`config.mk`:
```
export PLATFORM = sky130hd
export DESIGN_NAME = execute_ldst_queue_flat
export DESIGN_NICKNAME = d
export VERILOG_FILES = /design/src/rtl/execute_ldst_queue_pkg.sv /design/src/rtl/execute_ldst_queue_if.sv /design/src/rtl/execute_ldst_queue_fifo.sv /design/src/rtl/execute_ldst_queue.sv /design/src/flat_wrapper.sv
export SDC_FILE = /design/constraint.sdc
export NUM_CORES = 1
export LEC_CHECK = 0
export CAP_MARGIN = 20
export CORE_UTILIZATION = 51
export DETAILED_ROUTE_END_ITERATION = 12
export PLACE_DENSITY = 0.93
export RECOVER_POWER = 50
export SLEW_MARGIN = 20
export SYNTH_ARGS = -nofsm -noshare
export SYNTH_HDL_FRONTEND = slang
export SYNTH_SLANG_ARGS = --single-unit
```
`constraint.sdc`:
```
create_clock -name iCLOCK -period 5.9 [get_ports iCLOCK]
set_input_delay 1.18 -clock iCLOCK [delete_from_list [all_inputs] [get_ports iCLOCK]]
set_output_delay 1.18 -clock iCLOCK [all_outputs]
set_load 0.01 [all_outputs]
```
`src/rtl/execute_ldst_queue_pkg.sv`:
```
// Shared types and load-data alignment for execute_ldst_queue.
// The signed-load variant is selected with EXECUTE_LDST_QUEUE_SIGNEXT_EN.
package execute_ldst_queue_pkg;

   localparam int DATA_W = 32;

   typedef enum logic [1:0] {
      ORDER_BYTE = 2'b00,
      ORDER_HALF = 2'b01,
      ORDER_WORD = 2'b10
   } order_e;

   // Per-request metadata held in the FIFO alongside tag and destination.
   typedef struct packed {
      logic       rw;
      logic       sgn;
      logic [1:0] order;
      logic [1:0] shift;
   } meta_t;

   localparam int META_W = $bits(meta_t);

   function automatic logic [DATA_W-1:0] alignLoad(
      input logic [DATA_W-1:0] data,
      input logic [1:0]        shift,
      input logic [1:0]        order,
      input logic              sgn
   );
      logic [DATA_W-1:0] w_shifted;
      logic [DATA_W-1:0] w_result;
      w_shifted = data >> {shift, 3'b000};
      case (order)
         ORDER_BYTE: w_result = {{24{sgn & w_shifted[7]}}, w_shifted[7:0]};
         ORDER_HALF: w_result = {{16{sgn & w_shifted[15]}}, w_shifted[15:0]};
         default:    w_result = w_shifted;
      endcase
      return w_result;
   endfunction

endpackage

```
`src/rtl/execute_ldst_queue_if.sv`:
```
// Scheduler, data-port and completion signals of execute_ldst_queue.
// iREQ_SIGNED exists only when EXECUTE_LDST_QUEUE_SIGNEXT_EN is defined.
interface execute_ldst_queue_if #(
   parameter int P_DEPTH = 4,
   parameter int P_TAG_W = 6,
   parameter int P_REG_W = 6
);
   logic                     iFLUSH;
   logic                     iREQ_VALID;
   logic                     oREQ_LOCK;
   logic                     iREQ_RW;
   logic [31:0]              iREQ_ADDR;
   logic [31:0]              iREQ_DATA;
   logic [3:0]               iREQ_MASK;
   logic [1:0]               iREQ_ORDER;
   logic [1:0]               iREQ_SHIFT;
   logic [P_TAG_W-1:0]       iREQ_TAG;
   logic [P_REG_W-1:0]       iREQ_DEST;
`ifdef EXECUTE_LDST_QUEUE_SIGNEXT_EN
   logic                     iREQ_SIGNED;
`endif
   logic                     oDATAIO_REQ;
   logic                     iDATAIO_BUSY;
   logic                     oDATAIO_RW;
   logic [31:0]              oDATAIO_ADDR;
   logic [31:0]              oDATAIO_DATA;
   logic [3:0]               oDATAIO_MASK;
   logic [1:0]               oDATAIO_ORDER;
   logic                     iDATAIO_REQ;
   logic [31:0]              iDATAIO_DATA;
   logic                     oDONE_VALID;
   logic [P_TAG_W-1:0]       oDONE_TAG;
   logic [P_REG_W-1:0]       oDONE_DEST;
   logic                     oDONE_WRITEBACK;
   logic [31:0]              oDONE_DATA;
   logic [$clog2(P_DEPTH):0] oCOUNT;
   logic                     oERR;

   modport slave (
`ifdef EXECUTE_LDST_QUEUE_SIGNEXT_EN
      input  iREQ_SIGNED,
`endif
      input  iFLUSH, iREQ_VALID, iREQ_RW, iREQ_ADDR, iREQ_DATA, iREQ_MASK,
             iREQ_ORDER, iREQ_SHIFT, iREQ_TAG, iREQ_DEST,
             iDATAIO_BUSY, iDATAIO_REQ, iDATAIO_DATA,
      output oREQ_LOCK, oDATAIO_REQ, oDATAIO_RW, oDATAIO_ADDR, oDATAIO_DATA,
             oDATAIO_MASK, oDATAIO_ORDER, oDONE_VALID, oDONE_TAG, oDONE_DEST,
             oDONE_WRITEBACK, oDONE_DATA, oCOUNT, oERR
   );

   modport master (
`ifdef EXECUTE_LDST_QUEUE_SIGNEXT_EN
      output iREQ_SIGNED,
`endif
      output iFLUSH, iREQ_VALID, iREQ_RW, iREQ_ADDR, iREQ_DATA, iREQ_MASK,
             iREQ_ORDER, iREQ_SHIFT, iREQ_TAG, iREQ_DEST,
             iDATAIO_BUSY, iDATAIO_REQ, iDATAIO_DATA,
      input  oREQ_LOCK, oDATAIO_REQ, oDATAIO_RW, oDATAIO_ADDR, oDATAIO_DATA,
             oDATAIO_MASK, oDATAIO_ORDER, oDONE_VALID, oDONE_TAG, oDONE_DEST,
             oDONE_WRITEBACK, oDONE_DATA, oCOUNT, oERR
   );

endinterface

```
`src/rtl/execute_ldst_queue_fifo.sv`:
```
// Synchronous FIFO with occupancy count and a broadcast kill that marks
// every stored entry (including one written in the same cycle) as killed.
module execute_ldst_queue_fifo #(
   parameter int P_DEPTH = 4,
   parameter int P_WIDTH = 8,
   localparam int PTR_W  = $clog2(P_DEPTH),
   localparam int CNT_W  = $clog2(P_DEPTH) + 1
) (
   input  logic               iCLOCK,
   input  logic               iRESET_SYNC,
   input  logic               i_push,
   input  logic [P_WIDTH-1:0] i_pushData,
   input  logic               i_pop,
   input  logic               i_kill,
   output logic [P_WIDTH-1:0] o_headData,
   output logic               o_headKilled,
   output logic               o_full,
   output logic               o_empty,
   output logic [CNT_W-1:0]   o_count
);

   logic [P_WIDTH-1:0] r_mem [P_DEPTH];
   logic [P_DEPTH-1:0] r_killed;
   logic [PTR_W-1:0]   r_wrPtr;
   logic [PTR_W-1:0]   r_rdPtr;
   logic [CNT_W-1:0]   r_count;
   logic               w_doPush;
   logic               w_doPop;

   assign o_empty      = (r_count == '0);
   assign o_full       = (r_count == CNT_W'(P_DEPTH));
   assign w_doPop      = i_pop && !o_empty;
   assign w_doPush     = i_push && (!o_full || w_doPop);
   assign o_headData   = r_mem[r_rdPtr];
   assign o_headKilled = r_killed[r_rdPtr];
   assign o_count      = r_count;

   always_ff @(posedge iCLOCK) begin
      if (w_doPush) begin
         r_mem[r_wrPtr] <= i_pushData;
      end
   end

   // Kill wins over a same-cycle push so a freshly written entry is also marked.
   always_ff @(posedge iCLOCK) begin
      if (iRESET_SYNC) begin
         r_wrPtr  <= '0;
         r_rdPtr  <= '0;
         r_count  <= '0;
         r_killed <= '0;
      end else begin
         if (w_doPush) begin
            r_wrPtr <= r_wrPtr + 1'b1;
         end
         if (w_doPop) begin
            r_rdPtr <= r_rdPtr + 1'b1;
         end
         if (i_kill) begin
            r_killed <= '1;
         end else if (w_doPush) begin
            r_killed[r_wrPtr] <= 1'b0;
         end
         case ({w_doPush, w_doPop})
            2'b10:   r_count <= r_count + 1'b1;
            2'b01:   r_count <= r_count - 1'b1;
            default: r_count <= r_count;
         endcase
      end
   end

endmodule

```
`src/rtl/execute_ldst_queue.sv`:
```
// Pipelined load/store execute port: one issue register in front of the data
// port, an in-order metadata FIFO of outstanding requests, registered completion.
// Define EXECUTE_LDST_QUEUE_SIGNEXT_EN to enable signed byte/half loads.
module execute_ldst_queue
   import execute_ldst_queue_pkg::*;
#(
   parameter int P_DEPTH = 4,
   parameter int P_TAG_W = 6,
   parameter int P_REG_W = 6
) (
   input logic                 iCLOCK,
   input logic                 iRESET_SYNC,
   execute_ldst_queue_if.slave bus
);

   localparam int CNT_W   = $clog2(P_DEPTH) + 1;
   localparam int ENTRY_W = META_W + P_TAG_W + P_REG_W;

   logic               r_issueValid;
   logic               r_rw;
   logic               r_sgn;
   logic [31:0]        r_addr;
   logic [31:0]        r_data;
   logic [3:0]         r_mask;
   logic [1:0]         r_order;
   logic [1:0]         r_shift;
   logic [P_TAG_W-1:0] r_tag;
   logic [P_REG_W-1:0] r_dest;

   logic               r_doneValid;
   logic [P_TAG_W-1:0] r_doneTag;
   logic [P_REG_W-1:0] r_doneDest;
   logic               r_doneWb;
   logic [31:0]        r_doneData;
   logic               r_err;

   logic               w_reqSigned;
   logic               w_empty;
   logic               w_full;
   logic               w_headKilled;
   logic [ENTRY_W-1:0] w_headData;
   logic [ENTRY_W-1:0] w_pushData;
   logic [CNT_W-1:0]   w_count;
   meta_t              w_pushMeta;
   meta_t              w_headMeta;
   logic [P_TAG_W-1:0] w_headTag;
   logic [P_REG_W-1:0] w_headDest;
   logic               w_pop;
   logic               w_respErr;
   logic               w_issueFire;
   logic               w_lock;
   logic               w_accept;
   logic               w_complete;

`ifdef EXECUTE_LDST_QUEUE_SIGNEXT_EN
   assign w_reqSigned = bus.iREQ_SIGNED;
`else
   assign w_reqSigned = 1'b0;
`endif

   // A response may free the slot the issuing request needs in the same cycle.
   assign w_pop       = bus.iDATAIO_REQ && !w_empty;
   assign w_respErr   = bus.iDATAIO_REQ && w_empty;
   assign w_issueFire = r_issueValid && !bus.iDATAIO_BUSY && (!w_full || w_pop)
                        && !bus.iFLUSH && !iRESET_SYNC;
   assign w_lock      = r_issueValid && !w_issueFire;
   assign w_accept    = bus.iREQ_VALID && !w_lock && !bus.iFLUSH;
   assign w_complete  = w_pop && !w_headKilled && !bus.iFLUSH;

   assign w_pushMeta  = '{rw: r_rw, sgn: r_sgn, order: r_order, shift: r_shift};
   assign w_pushData  = {w_pushMeta, r_tag, r_dest};
   assign {w_headMeta, w_headTag, w_headDest} = w_headData;

   execute_ldst_queue_fifo #(
      .P_DEPTH (P_DEPTH),
      .P_WIDTH (ENTRY_W)
   ) u_fifo (
      .iCLOCK       (iCLOCK),
      .iRESET_SYNC  (iRESET_SYNC),
      .i_push       (w_issueFire),
      .i_pushData   (w_pushData),
      .i_pop        (w_pop),
      .i_kill       (bus.iFLUSH),
      .o_headData   (w_headData),
      .o_headKilled (w_headKilled),
      .o_full       (w_full),
      .o_empty      (w_empty),
      .o_count      (w_count)
   );

   always_ff @(posedge iCLOCK) begin
      if (iRESET_SYNC) begin
         r_issueValid <= 1'b0;
         r_rw         <= 1'b0;
         r_sgn        <= 1'b0;
         r_addr       <= '0;
         r_data       <= '0;
         r_mask       <= '0;
         r_order      <= '0;
         r_shift      <= '0;
         r_tag        <= '0;
         r_dest       <= '0;
      end else if (bus.iFLUSH) begin
         r_issueValid <= 1'b0;
      end else if (w_accept) begin
         r_issueValid <= 1'b1;
         r_rw         <= bus.iREQ_RW;
         r_sgn        <= w_reqSigned;
         r_addr       <= bus.iREQ_ADDR;
         r_data       <= bus.iREQ_DATA;
         r_mask       <= bus.iREQ_MASK;
         r_order      <= bus.iREQ_ORDER;
         r_shift      <= bus.iREQ_SHIFT;
         r_tag        <= bus.iREQ_TAG;
         r_dest       <= bus.iREQ_DEST;
      end else if (w_issueFire) begin
         r_issueValid <= 1'b0;
      end
   end

   // Completion fields only change on a live completion; stores return zero data.
   always_ff @(posedge iCLOCK) begin
      if (iRESET_SYNC) begin
         r_doneValid <= 1'b0;
         r_doneTag   <= '0;
         r_doneDest  <= '0;
         r_doneWb    <= 1'b0;
         r_doneData  <= '0;
         r_err       <= 1'b0;
      end else begin
         r_doneValid <= w_complete;
         if (w_complete) begin
            r_doneTag  <= w_headTag;
            r_doneDest <= w_headDest;
            r_doneWb   <= !w_headMeta.rw;
            r_doneData <= w_headMeta.rw ? 32'h0 :
                          alignLoad(bus.iDATAIO_DATA, w_headMeta.shift,
                                    w_headMeta.order, w_headMeta.sgn);
         end
         if (w_respErr) begin
            r_err <= 1'b1;
         end
      end
   end

   assign bus.oREQ_LOCK       = w_lock;
   assign bus.oDATAIO_REQ     = w_issueFire;
   assign bus.oDATAIO_RW      = r_rw;
   assign bus.oDATAIO_ADDR    = r_addr;
   assign bus.oDATAIO_DATA    = r_data;
   assign bus.oDATAIO_MASK    = r_mask;
   assign bus.oDATAIO_ORDER   = r_order;
   assign bus.oDONE_VALID     = r_doneValid;
   assign bus.oDONE_TAG       = r_doneTag;
   assign bus.oDONE_DEST      = r_doneDest;
   assign bus.oDONE_WRITEBACK = r_doneWb;
   assign bus.oDONE_DATA      = r_doneData;
   assign bus.oCOUNT          = w_count;
   assign bus.oERR            = r_err;

endmodule

```
`src/flat_wrapper.sv`:
```
// flat-port wrapper written by rule: the top's interface ports become plain ports
module execute_ldst_queue_flat import execute_ldst_queue_pkg::*;
#(
   parameter int P_DEPTH = 4,
   parameter int P_TAG_W = 6,
   parameter int P_REG_W = 6
)
  (iCLOCK, iRESET_SYNC, bus_iFLUSH, bus_iREQ_VALID, bus_iREQ_RW, bus_iREQ_ADDR, bus_iREQ_DATA, bus_iREQ_MASK, bus_iREQ_ORDER, bus_iREQ_SHIFT, bus_iREQ_TAG, bus_iREQ_DEST, bus_iDATAIO_BUSY, bus_iDATAIO_REQ, bus_iDATAIO_DATA, bus_oREQ_LOCK, bus_oDATAIO_REQ, bus_oDATAIO_RW, bus_oDATAIO_ADDR, bus_oDATAIO_DATA, bus_oDATAIO_MASK, bus_oDATAIO_ORDER, bus_oDONE_VALID, bus_oDONE_TAG, bus_oDONE_DEST, bus_oDONE_WRITEBACK, bus_oDONE_DATA, bus_oCOUNT, bus_oERR);
  execute_ldst_queue_if #(.P_DEPTH(P_DEPTH), .P_TAG_W(P_TAG_W), .P_REG_W(P_REG_W)) bus_i ();
  input logic iCLOCK;
  input logic iRESET_SYNC;
  input wire logic [$bits(bus_i.iFLUSH)-1:0] bus_iFLUSH;
  input wire logic [$bits(bus_i.iREQ_VALID)-1:0] bus_iREQ_VALID;
  input wire logic [$bits(bus_i.iREQ_RW)-1:0] bus_iREQ_RW;
  input wire logic [$bits(bus_i.iREQ_ADDR)-1:0] bus_iREQ_ADDR;
  input wire logic [$bits(bus_i.iREQ_DATA)-1:0] bus_iREQ_DATA;
  input wire logic [$bits(bus_i.iREQ_MASK)-1:0] bus_iREQ_MASK;
  input wire logic [$bits(bus_i.iREQ_ORDER)-1:0] bus_iREQ_ORDER;
  input wire logic [$bits(bus_i.iREQ_SHIFT)-1:0] bus_iREQ_SHIFT;
  input wire logic [$bits(bus_i.iREQ_TAG)-1:0] bus_iREQ_TAG;
  input wire logic [$bits(bus_i.iREQ_DEST)-1:0] bus_iREQ_DEST;
  input wire logic [$bits(bus_i.iDATAIO_BUSY)-1:0] bus_iDATAIO_BUSY;
  input wire logic [$bits(bus_i.iDATAIO_REQ)-1:0] bus_iDATAIO_REQ;
  input wire logic [$bits(bus_i.iDATAIO_DATA)-1:0] bus_iDATAIO_DATA;
  output wire logic [$bits(bus_i.oREQ_LOCK)-1:0] bus_oREQ_LOCK;
  output wire logic [$bits(bus_i.oDATAIO_REQ)-1:0] bus_oDATAIO_REQ;
  output wire logic [$bits(bus_i.oDATAIO_RW)-1:0] bus_oDATAIO_RW;
  output wire logic [$bits(bus_i.oDATAIO_ADDR)-1:0] bus_oDATAIO_ADDR;
  output wire logic [$bits(bus_i.oDATAIO_DATA)-1:0] bus_oDATAIO_DATA;
  output wire logic [$bits(bus_i.oDATAIO_MASK)-1:0] bus_oDATAIO_MASK;
  output wire logic [$bits(bus_i.oDATAIO_ORDER)-1:0] bus_oDATAIO_ORDER;
  output wire logic [$bits(bus_i.oDONE_VALID)-1:0] bus_oDONE_VALID;
  output wire logic [$bits(bus_i.oDONE_TAG)-1:0] bus_oDONE_TAG;
  output wire logic [$bits(bus_i.oDONE_DEST)-1:0] bus_oDONE_DEST;
  output wire logic [$bits(bus_i.oDONE_WRITEBACK)-1:0] bus_oDONE_WRITEBACK;
  output wire logic [$bits(bus_i.oDONE_DATA)-1:0] bus_oDONE_DATA;
  output wire logic [$bits(bus_i.oCOUNT)-1:0] bus_oCOUNT;
  output wire logic [$bits(bus_i.oERR)-1:0] bus_oERR;
  assign bus_i.iFLUSH = bus_iFLUSH;
  assign bus_i.iREQ_VALID = bus_iREQ_VALID;
  assign bus_i.iREQ_RW = bus_iREQ_RW;
  assign bus_i.iREQ_ADDR = bus_iREQ_ADDR;
  assign bus_i.iREQ_DATA = bus_iREQ_DATA;
  assign bus_i.iREQ_MASK = bus_iREQ_MASK;
  assign bus_i.iREQ_ORDER = bus_iREQ_ORDER;
  assign bus_i.iREQ_SHIFT = bus_iREQ_SHIFT;
  assign bus_i.iREQ_TAG = bus_iREQ_TAG;
  assign bus_i.iREQ_DEST = bus_iREQ_DEST;
  assign bus_i.iDATAIO_BUSY = bus_iDATAIO_BUSY;
  assign bus_i.iDATAIO_REQ = bus_iDATAIO_REQ;
  assign bus_i.iDATAIO_DATA = bus_iDATAIO_DATA;
  assign bus_oREQ_LOCK = bus_i.oREQ_LOCK;
  assign bus_oDATAIO_REQ = bus_i.oDATAIO_REQ;
  assign bus_oDATAIO_RW = bus_i.oDATAIO_RW;
  assign bus_oDATAIO_ADDR = bus_i.oDATAIO_ADDR;
  assign bus_oDATAIO_DATA = bus_i.oDATAIO_DATA;
  assign bus_oDATAIO_MASK = bus_i.oDATAIO_MASK;
  assign bus_oDATAIO_ORDER = bus_i.oDATAIO_ORDER;
  assign bus_oDONE_VALID = bus_i.oDONE_VALID;
  assign bus_oDONE_TAG = bus_i.oDONE_TAG;
  assign bus_oDONE_DEST = bus_i.oDONE_DEST;
  assign bus_oDONE_WRITEBACK = bus_i.oDONE_WRITEBACK;
  assign bus_oDONE_DATA = bus_i.oDONE_DATA;
  assign bus_oCOUNT = bus_i.oCOUNT;
  assign bus_oERR = bus_i.oERR;
  execute_ldst_queue #(.P_DEPTH(P_DEPTH), .P_TAG_W(P_TAG_W), .P_REG_W(P_REG_W)) u_core (.iCLOCK(iCLOCK), .iRESET_SYNC(iRESET_SYNC), .bus(bus_i));
endmodule
```
Word-level counts from Yosys, hierarchy flattened
Memory sizes are Yosys's and may differ from the RTL's. A register that Yosys moved wholly into a read port is not among the register bits.
Index checks and enable logic that the tools add are counted.
Widths: inputs -> output; s select.
{"block": "totals", "out_inout_bits": 123, "ramBits": 68, "memories": 1, "register_bits": 144, "in_bits": 123, "word_cells": 84}
{"name": "u_core.u_fifo.r_mem", "words": 4, "word_bits": 17, "read_ports": 1, "rd_ports_with_merged_regs": 1, "write_ports": 1, "line": "execute_ldst_queue_fifo.sv:22", "source": "logic [P_WIDTH-1:0] r_mem [P_DEPTH];"}
{"block": "op_classes", "bitwise": 5, "reduce_logical": 32, "n_shift": 1, "addsub": 4, "order_cmp": 3, "muxes": 15, "n_eq_ne": 4}
{"op": "$pmux 32 s2", "n": 1}
{"op": "$mux 32", "n": 1}
{"op": "$shr 32x5->32", "n": 1}
{"op": "$logic_and 1x1->1", "n": 14}
{"op": "$logic_not 1->1", "n": 9}
{"op": "$mux 4", "n": 2}
{"op": "$lt 2x3->1 const B", "n": 2}
{"op": "$mux 1", "n": 6}
{"op": "$pmux 3 s2", "n": 1}
{"op": "$reduce_bool 2->1", "n": 3}
{"op": "$add 2x1->2 const B", "n": 2}
{"op": "$and 4x4->4", "n": 1}
{"op": "$eq 2x1->1 const B", "n": 2}
{"op": "$mux 2", "n": 2}
{"op": "$not 4->4", "n": 1}
{"op": "$add 3x1->3 const B", "n": 1}
{"op": "$eq 3x3->1 const B", "n": 1}
{"op": "$logic_not 3->1", "n": 1}
{"op": "$sub 3x1->3 const B", "n": 1}
{"op": "$and 1x1->1 const A", "n": 2}
{"op": "$bmux 1 s2", "n": 1}
{"op": "$demux 1 s2", "n": 1}
{"op": "$eq 2x2->1 const B", "n": 1}
{"op": "$ge 2x1->1 const B", "n": 1}
{"op": "other kinds (5)", "n": 6}

Logic depth before layout (Yosys ltp)
{"block": "depth", "word_depth": 13, "ltp_mapped": 11, "mapped_depth_nobuf": 9}

Hierarchy
A second synthesis with hierarchy kept.
{"block": "unflattened", "cells_unflattened": 752, "area_unflattened_um2": 9142.5}
{"module": "execute_ldst_queue", "seq_area_each_um2": 2662.6, "area_each_um2": 5919.4, "instances": 1, "cells_each": 589}
{"module": "execute_ldst_queue_fifo", "seq_area_each_um2": 2422.3, "area_each_um2": 3223.1, "instances": 1, "cells_each": 163}

Worst setup path before layout
OpenSTA, ideal clock, no wires.
{"block": "synth_path", "kind": "input to output", "startpoint": "input bus_iDATAIO_REQ", "endpoint": "output bus_oREQ_LOCK", "stages": 5, "required_ns": 4.720, "setup_slack_ns": 2.346, "n_path_buf": 2, "t_arrival_ns": 2.374, "cell_sequence": "or4b_1 -> clkbuf_1 -> and3_1 -> clkbuf_1 -> nor2b_1"}
{"block": "synth_via", "elab_chain_cells": 7}
{"element": "start, declared", "line": "flat_wrapper.sv:23", "source": "input wire logic [$bits(bus_i.iDATAIO_REQ)-1:0] bus_iDATAIO_REQ;"}
{"element": "$logic_and 1x1->1", "line": "execute_ldst_queue.sv:62", "source": "assign w_pop = bus.iDATAIO_REQ && !w_empty;"}
{"element": "$logic_or 1x1->1", "line": "execute_ldst_queue.sv:64", "source": "assign w_issueFire = r_issueValid && !bus.iDATAIO_BUSY && (!w_full || w_pop)"}
{"element": "$logic_and 1x1->1", "line": "execute_ldst_queue.sv:64"}
{"element": "$logic_and 1x1->1 (2 in a row)", "line": "execute_ldst_queue.sv:65", "source": "&& !bus.iFLUSH && !iRESET_SYNC;"}
{"element": "net bus_oDATAIO_REQ", "line": "flat_wrapper.sv:26", "source": "output wire logic [$bits(bus_i.oDATAIO_REQ)-1:0] bus_oDATAIO_REQ;"}
{"element": "$logic_not 1->1", "line": "execute_ldst_queue.sv:66", "source": "assign w_lock = r_issueValid && !w_issueFire;"}
{"element": "$logic_and 1x1->1", "line": "execute_ldst_queue.sv:66"}
{"element": "end, declared", "line": "flat_wrapper.sv:25", "source": "output wire logic [$bits(bus_i.oREQ_LOCK)-1:0] bus_oREQ_LOCK;"}
The timed path passes the listed nets, and every way through them passes these cells.

==> impl_metrics.tcl <==
set metrics [dict create \
    finalWirelength_um 22800 \
    vias_per_cell 5.81 \
    cp-end-kind "flop" \
    timing.critical_path.slowest_cell_delay_ns 2.39 \
    drv_slew 70 \
    yosysWarnings 0 \
    synth.distinct_cells 37 \
    startpoint "iRESET_SYNC" \
    rsz0062_at_grt "false" \
    tritoncts "built" \
    synth_commonest_cells "dfxtp_1, a21oi_1, nand3_1, o21ai_0, edfxtp_1" \
    port_buffers 245 \
    grt_overflow 0 \
    fin_util_pct 72.5 \
    clk_latency_ns 0.50 \
    drc 0 \
    first_pass_iters 6 \
    rr_endpoint "u_core.r_dest[1]" \
    drt_iter0_drc 393 \
    clock-root-buffer "clkbuf_16" \
    cp_cell_sequence "buf_4 > clkbuf_1 > nor3_2 > a22o_1" \
    drive_gt1_share_pct 6.79 \
    fin_crit_sh_pct 77.2 \
    place.gp.congestion 0.757 \
    post_cts_buffers 0 \
    async_flop_share_pct 0 \
    drv_cap 1 \
    synth_top_flop_cell "dfxtp_1" \
    antenna_found_initial 1 \
    p_leak_nw 4.29 \
    ys_seq_area_share_pct 60.0 \
    status "complete, but fails checks" \
    core_um2 15900 \
    grt_max_degree 70 \
    area_growth_pct 39.1 \
    fin_nets 1085 \
    finClkSkew_ns 0.00975 \
    dp.final_hpwl_um 14400 \
    finalPower_mw 3.20 \
    critPathMaxFanout 69 \
    yosysMostFrequentCell "dfxtp_1" \
    synth.top_cells.by_area "dfxtp_1, edfxtp_1, a21oi_1" \
    crit_path_end "u_core.bus.oDONE_DATA[5]" \
    violations "capacitance limit, slew limit" \
    cts_sinks 214 \
    grt_first_pass_wirelength_um 35000 \
    hold_viol 0 \
    cts_made_buffers 22 \
    start_util_pct 52.1 \
    netlist_area_um2 8280 \
    r2r_slack_ns 3.06 \
    avgSynthCellArea_um2 11.1 \
    finalCriticalPeriod_ns 4.56 \
    setup_viol 0 \
    syn_inst 748 \
    die_w_um 129 \
    reg2reg_from "u_core.u_fifo.o_count[0]" \
    place_inst 1148 \
    io_pins 246 \
    die_area_um2 16700 \
    placed_area_um2 10800 \
    num_vias 6904 \
    relSlewSlack_pct -120 \
    clkTransAtPathRegs_ns 0.06 \
    synth_seq_cells 214 \
    stdcell_count 1189 \
    wl_per_cell_um 19.2 \
    post_cts_resized 0 \
    die_h_um 129 \
    worst_pin_slew_ns 3.30 \
    irDropWorstVdd_v 0.000266 \
    clockBufferDepth 3 \
    powerDensity_nw_per_um2 278 \
    start_kind "primary input" \
    synth_top_area_share_pct 35.3 \
    slowest_stage "clkbuf_1" \
    ctsHoldBuffers 0 \
    max_freq_mhz 219 \
    critical_path_class "in2reg" \
    crit_required_ns 6.29 \
    grt_pass1_vias 6854 \
    rows 46 \
    synth_edf_count 68 \
    globalRouteTotalUtil_pct 26.9 \
    cp_data_arrival_time_ns 4.95 \
    hold_path.class "reg2reg" \
    tns_ns 0 \
    synth_nets 877 \
    synth_top_cell_by_area "dfxtp_1" \
    reg2reg_depth 5 \
    htreeDepth 1 \
    final_cell_area_um2 11500 \
    ant_nets 0 \
]
-- worst max-delay path, delay by kind of cell --
kind            cells  cell delay (ns)
buf+inv             2             2.86
simple gates        1             0.47
compound gates      1             0.37
-- registers in the layout (all words and copies together) (netlist names), 2 cells and up, named ones only --
signal	count
u_core.u_fifo.o_count	3
u_core.bus.oDATAIO_ADDR	32
u_core.r_dest	6
u_core.bus.oDATAIO_DATA	32
u_core.bus.oDONE_DEST	6
u_core.u_fifo.r_mem	68
u_core.bus.oDONE_DATA	32
u_core.bus.oDONE_TAG	6
u_core.r_shift	2
u_core.bus.oDATAIO_MASK	4
u_core.u_fifo.r_rdPtr	2
u_core.u_fifo.r_wrPtr	2
u_core.r_tag	6
u_core.u_fifo.r_killed	4
u_core.bus.oDATAIO_ORDER	2
-- worst min path at each step --
| stage | slack, ns | to | cells past startpoint | start |
|---|---|---|---|---|
| after detailed placement | 0.45 | u_core.bus.oDONE_DEST[0] | 2 | u_core.bus.oDONE_DEST[0] |
| after global placement | 0.44 | u_core.bus.oDONE_TAG[0] | 2 | u_core.bus.oDONE_TAG[0] |
| after global routing | 0.47 | u_core.bus.oDONE_DATA[23] | 1 | u_core.bus.oDONE_DATA[23] |
| after CTS | 0.46 | u_core.bus.oDONE_DEST[0] | 2 | u_core.bus.oDONE_DEST[0] |
| after floorplan | 0.45 | u_core.u_fifo.r_killed[2] | 2 | u_core.u_fifo.r_killed[2] |
| final | 0.45 | u_core.bus.oDONE_DEST[0] | 2 | u_core.bus.oDONE_DEST[0] |
-- layer usage --
metal,track usage (%),part of all wire [%],up-vias,routed length (um)
met5,0,0,-,0
met4,9.85,2.8,0,643
met3,7.56,9.5,51,2160
met2,48.5,51,338,11500
met1,30.2,37,3342,8480
li1,-,-,3173,-
-- stage by stage --
step | hold slack [ns] | setup slack, ns
floorplan | 0.451 | 2.35
global placement | 0.442 | 1.50
detailed placement | 0.447 | 1.49
CTS | 0.455 | 1.48
global route | 0.469 | 1.07
finish | 0.448 | 1.34
-- where the power goes --
part / total [mW] / switching (mW) / internal (mW)
Sequential: 1.57 / 0.0190 / 1.55
Combinational: 0.274 / 0.130 / 0.143
Clock: 1.35 / 0.556 / 0.799
-- cells by family (layout without fill, tap and decap cells) --
| group | after synthesis | count (layout) | share of synthesized area, % |
|---|---|---|---|
| simple gates | 158 | 158 | 9.66 |
| flops | 214 | 214 | 60.0 |
| xor+xnor | 5 | 5 | 0.529 |
| fa+ha+maj | 6 | 6 | 0.997 |
| mux | 51 | 51 | 8.89 |
| compound gates | 234 | 234 | 16.2 |
| other cells | 0 | 1 | 0 |
| buf+inv | 80 | 304 | 3.81 |
-- layout make-up --
type | count | area [um^2]
Clock buffer | 35 | 649
Fill cell | 1067 | 4370
Clock inverter | 5 | 58.8
Sequential cell | 214 | 4960
Timing Repair Buffer | 253 | 2510
Tap cell | 216 | 270
Inverter | 11 | 41.3
Antenna cell | 1 | 2.50
Multi-Input combinational cell | 454 | 3020
-- placed cells by master, fill, tap and decap left out, drive strengths merged, types with 2 or more instances in the layout --
master / instances
a21oi: 104
o2bb2ai: 16
nor2: 27
nand4: 4
inv: 11
mux4: 18
nor4: 2
dfxtp: 146
mux2i: 33
a32oi: 8
a22o: 16
ha: 5
nor3: 4
dlygate4sd3: 120
o21ai: 86
or3: 2
edfxtp: 68
clkinv: 4
clkbuf: 36
nand3: 85
clkdlybuf4s50: 124
xnor2: 2
nor2b: 4
nand2: 25
xor2: 3
buf: 8
Power figures use the tool's default switching activity.
